===== src/rtl/prog_memory_pkg.sv =====
// Shared types and constants for the program memory and its loader.
// The IMEM_BOOT_EN build reloads the low words from BOOT_IMAGE on reset.
package prog_memory_pkg;

    typedef enum logic [1:0] {
        IDLE  = 2'd0,
        RECV  = 2'd1,
        WRITE = 2'd2,
        DONE  = 2'd3
    } state_t;

    localparam int OP_W = 16;

    localparam logic [OP_W-1:0] NOP  = 16'h0000;
    localparam logic [OP_W-1:0] HALT = 16'hFFFF;

    localparam int BOOT_LEN = 4;

    localparam logic [OP_W-1:0] BOOT_IMAGE [BOOT_LEN] = '{
        16'h1001,
        16'h2002,
        NOP,
        HALT
    };

    function automatic int idx_width(input int data_w);
        int bytes;
        bytes = data_w / 8;
        return (bytes > 1) ? $clog2(bytes) : 1;
    endfunction

endpackage


===== src/rtl/prog_memory_ld_word_asm.sv =====
// Assembles a stream of load bytes into one instruction word, low byte first.
// The complete flag marks the cycle in which the final byte is taken.
module ld_word_asm
    import prog_memory_pkg::*;
#(
    parameter int DATA_W = 16
) (
    input  logic              clk,
    input  logic              rst,
    input  logic              clear,
    input  logic              byte_en,
    input  logic [7:0]        byte_in,
    output logic [DATA_W-1:0] word,
    output logic              complete
);

    localparam int BYTES = DATA_W / 8;
    localparam int IDX_W = idx_width(DATA_W);
    localparam logic [IDX_W-1:0] LAST = IDX_W'(BYTES - 1);

    logic [IDX_W-1:0]   idx;
    logic [DATA_W+7:0]  shifted;

    // New bytes enter at the top, so the first byte ends up lowest.
    assign shifted  = {byte_in, word};
    assign complete = byte_en && (idx == LAST);

    always_ff @(posedge clk or negedge rst) begin
        if (!rst) begin
            idx  <= '0;
            word <= '0;
        end else if (clear) begin
            idx <= '0;
        end else if (byte_en) begin
            word <= shifted[DATA_W+7:8];
            idx  <= complete ? '0 : idx + 1'b1;
        end
    end

endmodule


===== src/rtl/prog_memory.sv =====
// Instruction RAM with a byte-serial program loader and a 1-cycle fetch port.
// Define IMEM_BOOT_EN to preload BOOT_IMAGE into the low words on reset.
module prog_memory
    import prog_memory_pkg::*;
#(
    parameter int DATA_W = 16,
    parameter int ADDR_W = 8
) (
    input  logic              clk,
    input  logic              rst,
    input  logic              fetch_en,
    input  logic [ADDR_W-1:0] fetch_addr,
    output logic [DATA_W-1:0] fetch_data,
    output logic              fetch_valid,
    input  logic              ld_start,
    input  logic [ADDR_W-1:0] ld_base,
    input  logic [ADDR_W:0]   ld_count,
    input  logic              ld_abort,
    input  logic [7:0]        ld_byte,
    input  logic              ld_valid,
    output logic              ld_ready,
    output logic              ld_busy,
    output logic              ld_done,
    output logic              ld_err
);

    localparam int DEPTH = 2 ** ADDR_W;

    state_t              state;
    logic [ADDR_W-1:0]   addr;
    logic [ADDR_W:0]     remaining;
    logic [DATA_W-1:0]   mem [DEPTH];
    logic [DATA_W-1:0]   word;
    logic                complete;
    logic                byte_en;
    logic                asm_clear;
    logic                we;
    logic                aborting;

    assign aborting  = ld_abort && (state != IDLE);
    assign byte_en   = (state == RECV) && ld_ready && ld_valid && !ld_abort;
    assign asm_clear = (state == IDLE) || ld_abort;
    assign we        = (state == WRITE) && !ld_abort;

    ld_word_asm #(
        .DATA_W(DATA_W)
    ) u_asm (
        .clk      (clk),
        .rst      (rst),
        .clear    (asm_clear),
        .byte_en  (byte_en),
        .byte_in  (ld_byte),
        .word     (word),
        .complete (complete)
    );

    always_ff @(posedge clk or negedge rst) begin
        if (!rst) begin
            state     <= IDLE;
            addr      <= '0;
            remaining <= '0;
            ld_ready  <= 1'b0;
            ld_busy   <= 1'b0;
            ld_done   <= 1'b0;
            ld_err    <= 1'b0;
        end else begin
            ld_done <= 1'b0;
            ld_err  <= 1'b0;
            if (aborting) begin
                state    <= IDLE;
                ld_ready <= 1'b0;
                ld_busy  <= 1'b0;
            end else begin
                unique case (state)
                    IDLE: begin
                        if (ld_start && ld_count != '0) begin
                            addr      <= ld_base;
                            remaining <= ld_count;
                            state     <= RECV;
                            ld_ready  <= 1'b1;
                            ld_busy   <= 1'b1;
                        end else if (ld_start) begin
                            ld_err <= 1'b1;
                        end
                    end
                    RECV: begin
                        if (complete) begin
                            state    <= WRITE;
                            ld_ready <= 1'b0;
                        end
                    end
                    WRITE: begin
                        addr      <= addr + 1'b1;
                        remaining <= remaining - 1'b1;
                        if (remaining == (ADDR_W+1)'(1)) begin
                            state   <= DONE;
                            ld_done <= 1'b1;
                        end else begin
                            state    <= RECV;
                            ld_ready <= 1'b1;
                        end
                    end
                    DONE: begin
                        state   <= IDLE;
                        ld_busy <= 1'b0;
                    end
                    default: begin
                        state    <= IDLE;
                        ld_ready <= 1'b0;
                        ld_busy  <= 1'b0;
                    end
                endcase
            end
        end
    end

`ifdef IMEM_BOOT_EN
    always_ff @(posedge clk or negedge rst) begin
        if (!rst) begin
            for (int i = 0; i < BOOT_LEN; i++) begin
                mem[i] <= DATA_W'(BOOT_IMAGE[i]);
            end
        end else if (we) begin
            mem[addr] <= word;
        end
    end
`else
    always_ff @(posedge clk) begin
        if (we) begin
            mem[addr] <= word;
        end
    end
`endif

    // Reads sample the RAM before any write of the same edge lands.
    always_ff @(posedge clk or negedge rst) begin
        if (!rst) begin
            fetch_valid <= 1'b0;
            fetch_data  <= '0;
        end else if (fetch_en && state == IDLE) begin
            fetch_valid <= 1'b1;
            fetch_data  <= mem[fetch_addr];
        end else begin
            fetch_valid <= 1'b0;
        end
    end

endmodule


===== config.mk =====
export PLATFORM = sky130hd
export DESIGN_NAME = prog_memory
export DESIGN_NICKNAME = d
export VERILOG_FILES = /design/src/rtl/prog_memory_pkg.sv /design/src/rtl/prog_memory_ld_word_asm.sv /design/src/rtl/prog_memory.sv
export SDC_FILE = /design/constraint.sdc
export NUM_CORES = 2
export LEC_CHECK = 0
export BUFFER_PORTS_ARGS = -buffer_cell sky130_fd_sc_hd__buf_4
export CORE_MARGIN = 2
export CORE_UTILIZATION = 65
export CTS_CLUSTER_SIZE = 40
export DETAILED_ROUTE_END_ITERATION = 12
export GPL_TIMING_DRIVEN = 1
export PLACE_DENSITY = 0.8
export SLEW_MARGIN = 20
export SYNTH_ARGS = -nofsm -noshare
export SYNTH_HDL_FRONTEND = slang
export SYNTH_SLANG_ARGS = --single-unit

===== constraint.sdc =====
create_clock -name clk -period 10.24 [get_ports clk]
set_input_delay 1.024 -clock clk [delete_from_list [all_inputs] [get_ports clk]]
set_output_delay 1.024 -clock clk [all_outputs]
set_load 0.03 [all_outputs]

======== After elaboration in Yosys (flattened, before gate mapping) ========
Memory sizes are Yosys's and may differ from the RTL's. A register that Yosys moved wholly into a read port is not among the register bits.
Cells that the tools add are included.
storage, ports and cells
  memories ................................ 1
  RAM bits ................................ 4096
  word-level logic and storage cells ...... 76
  bits of input ports ..................... 39
  register bits after elaboration ......... 41
  output and inout bits ................... 21
operators by class
  add/sub/neg operators ................... 3
  muxes and demuxes ....................... 29
  bitwise logic cells ..................... 2
  equal/unequal tests ..................... 8
  reduce and logical (&&, ||, !) cells .... 23
memory list
  memory  depth  bits a word  read ports  clocked after Yosys merged registers in  wr ports  line               text
  mem     256    16           1           1                                        1         prog_memory.sv:32  logic [DATA_W-1:0] mem [DEPTH];
operators with widths
  operator               count
  $mux W1                18
  $pmux W9 S2            1
  $pmux W8 S2            1
  $eq A9 B1 Y1 const B   1
  $mux W9                1
  $reduce_bool A9 Y1     1
  $sub A9 B1 Y9 const B  1
  $add A8 B1 Y8 const B  1
  $logic_and A1 B1 Y1    8
  $mux W2                4
  $mux W8                1
  $pmux W2 S4            1
  $ne A3 B3 Y1 const B   2
  $reduce_and A2 Y1      3
  $reduce_bool A2 Y1     3
  $eq A2 B2 Y1 const B   2
  $reduce_and A4 Y1      1
  $reduce_bool A4 Y1     1
  $ne A3 B2 Y1 const B   1
  $pmux W1 S3            1
  $reduce_and A3 Y1      1
  $reduce_bool A3 Y1     1
  $eq A2 B1 Y1 const B   1
  $logic_not A1 Y1       2
  other kinds (6)        7

======== Logic depth before layout (Yosys ltp) ========
  depth after elaboration ................. 8
  gate-level depth with buffers ........... 13
  depth with buffers taken out ............ 8

======== By module ========
A second synthesis with hierarchy kept.
unflattened totals
  cells, all modules ...................... 7752
  area total of the unflattened synthesis .. 161313.5 um^2
modules (own cells, without submodules)
  module       area an instance (um^2)  sequential area each (um^2)  cells an instance  times used
  prog_memory  160605.3                 123998.9                     7713               1
  ld_word_asm  708.2                    425.4                        39                 1

======== Least setup slack after synthesis ========
No wires, ideal clock.
  kind .................................... register to register
  start point ............................. reg u_asm.word[10]
  end point ............................... mem mem[0][10] (data pin)
  path slack .............................. 6.244 ns
  data required time ...................... 9.435 ns
  arrival time ............................ 3.191 ns
  stages on the path, launching flop included .. 1
  buffers on the path ..................... 0
  setup time .............................. 0.805 ns
  period minus slack after synthesis ...... 3.996 ns
  cell sequence ........................... dfrtp_1
RTL lines
  item                      line                           text
  start: declaration        prog_memory_ld_word_asm.sv:13  output logic [DATA_W-1:0] word,
  start signal: assignment  prog_memory_ld_word_asm.sv:35  word <= shifted[DATA_W+7:8];
  end: declaration          prog_memory.sv:32
Straight into the memory's write port.

==> results.txt <==
The number of sinks handled by clock tree synthesis is 4153. Data on the critical path is required at its endpoint by 11.12 ns. The total number of nets in the final design is 8381, and the placer congestion estimate is 0.9561. The wire length of the first global-routing pass is 615.5 mm, and the post-route non-filler standard cell count is 11970. Including well taps, the total number of placed cells is 11240. The via density per instance was 7.197. The kind of end point of the critical path is a flip-flop.

TritonCTS built the clock tree. The most frequently used flop master after synthesis was edfxtp_1. The clock period could shrink to 5.062 ns. The region available for standard cell placement spans 0.2462 mm^2.

The critical path is of the primary input to flip-flop type. The average detailed-routed wire length per instance works out to 36.25 um. After the first detailed-routing iteration, the DRC count stood at 14930. Setup total negative slack on the finished layout was measured at 0 ns.

In this run the cell area measured after placement is 0.1658 mm^2. The run finished with clean final reports. The largest individual stage delay along the critical path comes from the cell buf_4.

For the number of standard-cell rows in the floorplan, the log shows 182. The portion of the clock cycle consumed by the worst path in the final layout is 0.4944. Clock-pin slew was measured on the worst setup and hold paths at 0.06 ns. The total die area is 0.2519 mm^2, and the area share of the leading cell type in the synthesized netlist is 0.7634. The logs give 0.1611 mm^2 for the summed instance area of the synthesized netlist and 60 for the number of top-level design ports. The worst slew slack as a fraction of its limit came out at 0.1364. Number of global-route vias before repair: 84820.

Entering global routing, the biggest net connects 202 pins. Count of flip-flops with a built-in enable after synthesis: 4096. For the number of antenna violations at the first check in global routing, the log shows 22. Master cell of the clock root buffer: clkbuf_16.

Final-report setup violation count: 0. The run gives 0.3459 as the all-layer global routing usage. The finished cells cover 0.1789 mm^2. By count the netlist is led by edfxtp_1 (4096), mux2i_1 (819), mux4_2 (627).

The analysis attributes to cell leakage a power of 58.28 nW. In this run, distinct cell masters in the synthesized netlist total 70. The count of buffers inserted at the top-level ports is 59, and the power per standard cell area is 225.1 mW/mm^2. After synthesis the netlist holds a flip-flop and latch count of 4153.

The critical-path maximum fanout is 111. The critical path goes through buf_16 > buf_12 > buf_4 > mux2i_1 > o22ai_1 > nor3_1 > o21ai_0 > nand4_1 > a21oi_1 > a221o_1. The setup fix buffers added after clock tree synthesis is 0, and the initial cell density of the core is 0.6545. The mean cell area of the mapped netlist works out to 20.23 um^2. For this run, the slowest stage of the critical path takes 0.88 ns. The highest attainable clock frequency was 197.5 MHz. The half-perimeter wire length after placement is 247.4 mm. Kind of cell adding the most delay to the critical path: buffers and inverters. For the max-slew violation count, the log shows 0.

Ratio of cells with drive above 1 in the final layout: 0.2021. By instance count, the leading cell after synthesis is edfxtp_1. The floorplan step set the die width to 501.9 um. The count of final hold-check violations was 0. The max-cap check violation count was 0.

The top cell type by total area after synthesis is edfxtp_1. The number of buffers added by the clock tree synthesis step was 406; the largest clock skew in the final design was 0.07007 ns. The run gives 5.94 ns as the critical path data arrival time.

The detail route stage leaves a number of antenna-violating nets equal to 0. The worst-case IR drop observed on VDD is 0.3638 mV. When the netlist entered floorplanning its net count stood at 8011. For the pin with the worst max-slew slack, the measured transition is 1.284 ns. In this run the worst hold path is classified as primary input to asynchronous set/reset pin. The area added between synthesis and finish works out to 11.05%. The tools report the number of gates given a new drive strength after cts as 0. Detailed routing inserted a total of 86160 vias. The fraction of the yosys area taken by sequential cells is 0.7723, and the number of warnings printed during yosys synthesis is 0.

Counting every instance in the synthesized netlist gives 7966. The worst setup path is launched from a primary input. CTS built an H-tree with a depth of 5. The tools report the post-detailed-routing wire length as 434.0 mm. The remaining global-route overflow was 0. Setup repair after global routing left no endpoint under its margin. The proportion of register bits with asynchronous set or reset after synthesis is 0.01373, and the number of buffers and inverters on the critical path is 3. In the post-synthesis netlist, the biggest area contributors are edfxtp_1 (76%), mux4_2 (8.8%), mux2i_1 (5.1%). For the worst-skew pair, the clock arrives at the later sink with an insertion delay of 1.03 ns. The detailed-routing iteration count for the pre-antenna-repair pass is 8, and the chip height is 501.9 um. The largest buffer count on any clock path was 4. For this run, design rule violations remaining after detail routing come to 0.

Buffers inserted to repair hold after CTS numbered 0.
==> per-stage QoR <==
stage               hold WS [ns]  utilization  setup WS, ns  power [mW]
floorplan                 0.4754            -         6.244       23.99
CTS                       0.2236       0.7263         5.376       40.11
global route              0.2552       0.7268         5.154       40.99
finish                    0.2297       0.7269         5.178       40.27
detailed placement        0.5161       0.6734         4.393       25.64
global placement          0.5068       0.6733         4.277       25.39
==> state kept, by name, indices dropped and copies added, names as in the netlist, 2 cells and up <==
name and flops:
fetch_data 16, mem 4096, u_asm.word 16, addr 8
state 2, remaining 9
==> report_power, final <==
part           switching, mW  leakage (nW)  total, mW  internal (mW)
clock                   6.22          6.35       14.8           8.54
combinational           3.14          14.3       3.81          0.675
sequential             0.685          37.6       21.7           21.0
total                   10.0          58.3       40.3           30.2
==> placed cells by master, fill, tap and decap left out, types with 25 or more instances in the layout <==
master     instances
a221oi_1          79
clkbuf_1          76
edfxtp_1        4096
dfrtp_1           41
o22ai_1          263
bufinv_16         45
mux4_2           627
clkinv_1          76
a22oi_1           33
clkinv_2          69
a211oi_1          71
clkbuf_16        411
o221ai_1         145
a211o_1           25
nor2_1           308
mux2_2            29
a21oi_1          157
buf_4            423
nor3_1            67
nand3_1           49
mux2i_1          819
nand2_1          280
o21ai_0           91
==> per-layer routing <==
layer / routed length (um) / share of wire / up-vias / GRT usage
met5: 153 / 0.00035 / - / 0
met4: 30830 / 0.071 / 22 / 0.2028
met3: 59190 / 0.14 / 1305 / 0.09103
met2: 202400 / 0.47 / 7233 / 0.5268
met1: 141400 / 0.33 / 43810 / 0.4569
li1: - / - / 33790 / -
==> layout make-up <==
type	instances	area, um^2
multi-input combinational	3313	33530
clock inverter	223	2298
fill	13190	67240
antenna	11	27.53
clock buffer	497	10710
timing repair buffer	450	3677
inverter	12	52.55
sequential	4153	124500
tap	3312	4144
==> final timing paths <==
check	startpoint	endpoint	slack [ns]	cells past startpoint
setup / recovery	fetch_addr[0]	fetch_data[12]	5.18	10
hold / removal	rst	u_asm.word[8]	0.23	1
setup reg to reg	addr[0]	mem[223][4]	5.90	6
hold reg to reg	remaining[7]	remaining[7]	0.56	2
max in group asynchronous	rst	u_asm.word[2]	9.15	1
min in group clk	ld_byte[0]	u_asm.word[8]	0.28	2
==> logic make-up after synthesis <==
family	share of synthesized area
flip-flops	0.7723
multiplexers	0.1412
AO/OA/AOI/OAI	0.04319
AND/OR/NAND/NOR	0.02196
buffers and inverters	0.02086
adder cells (fa/ha/maj)	0.0004659
XOR/XNOR	0.00005437
(Power assumes the default switching activity.)
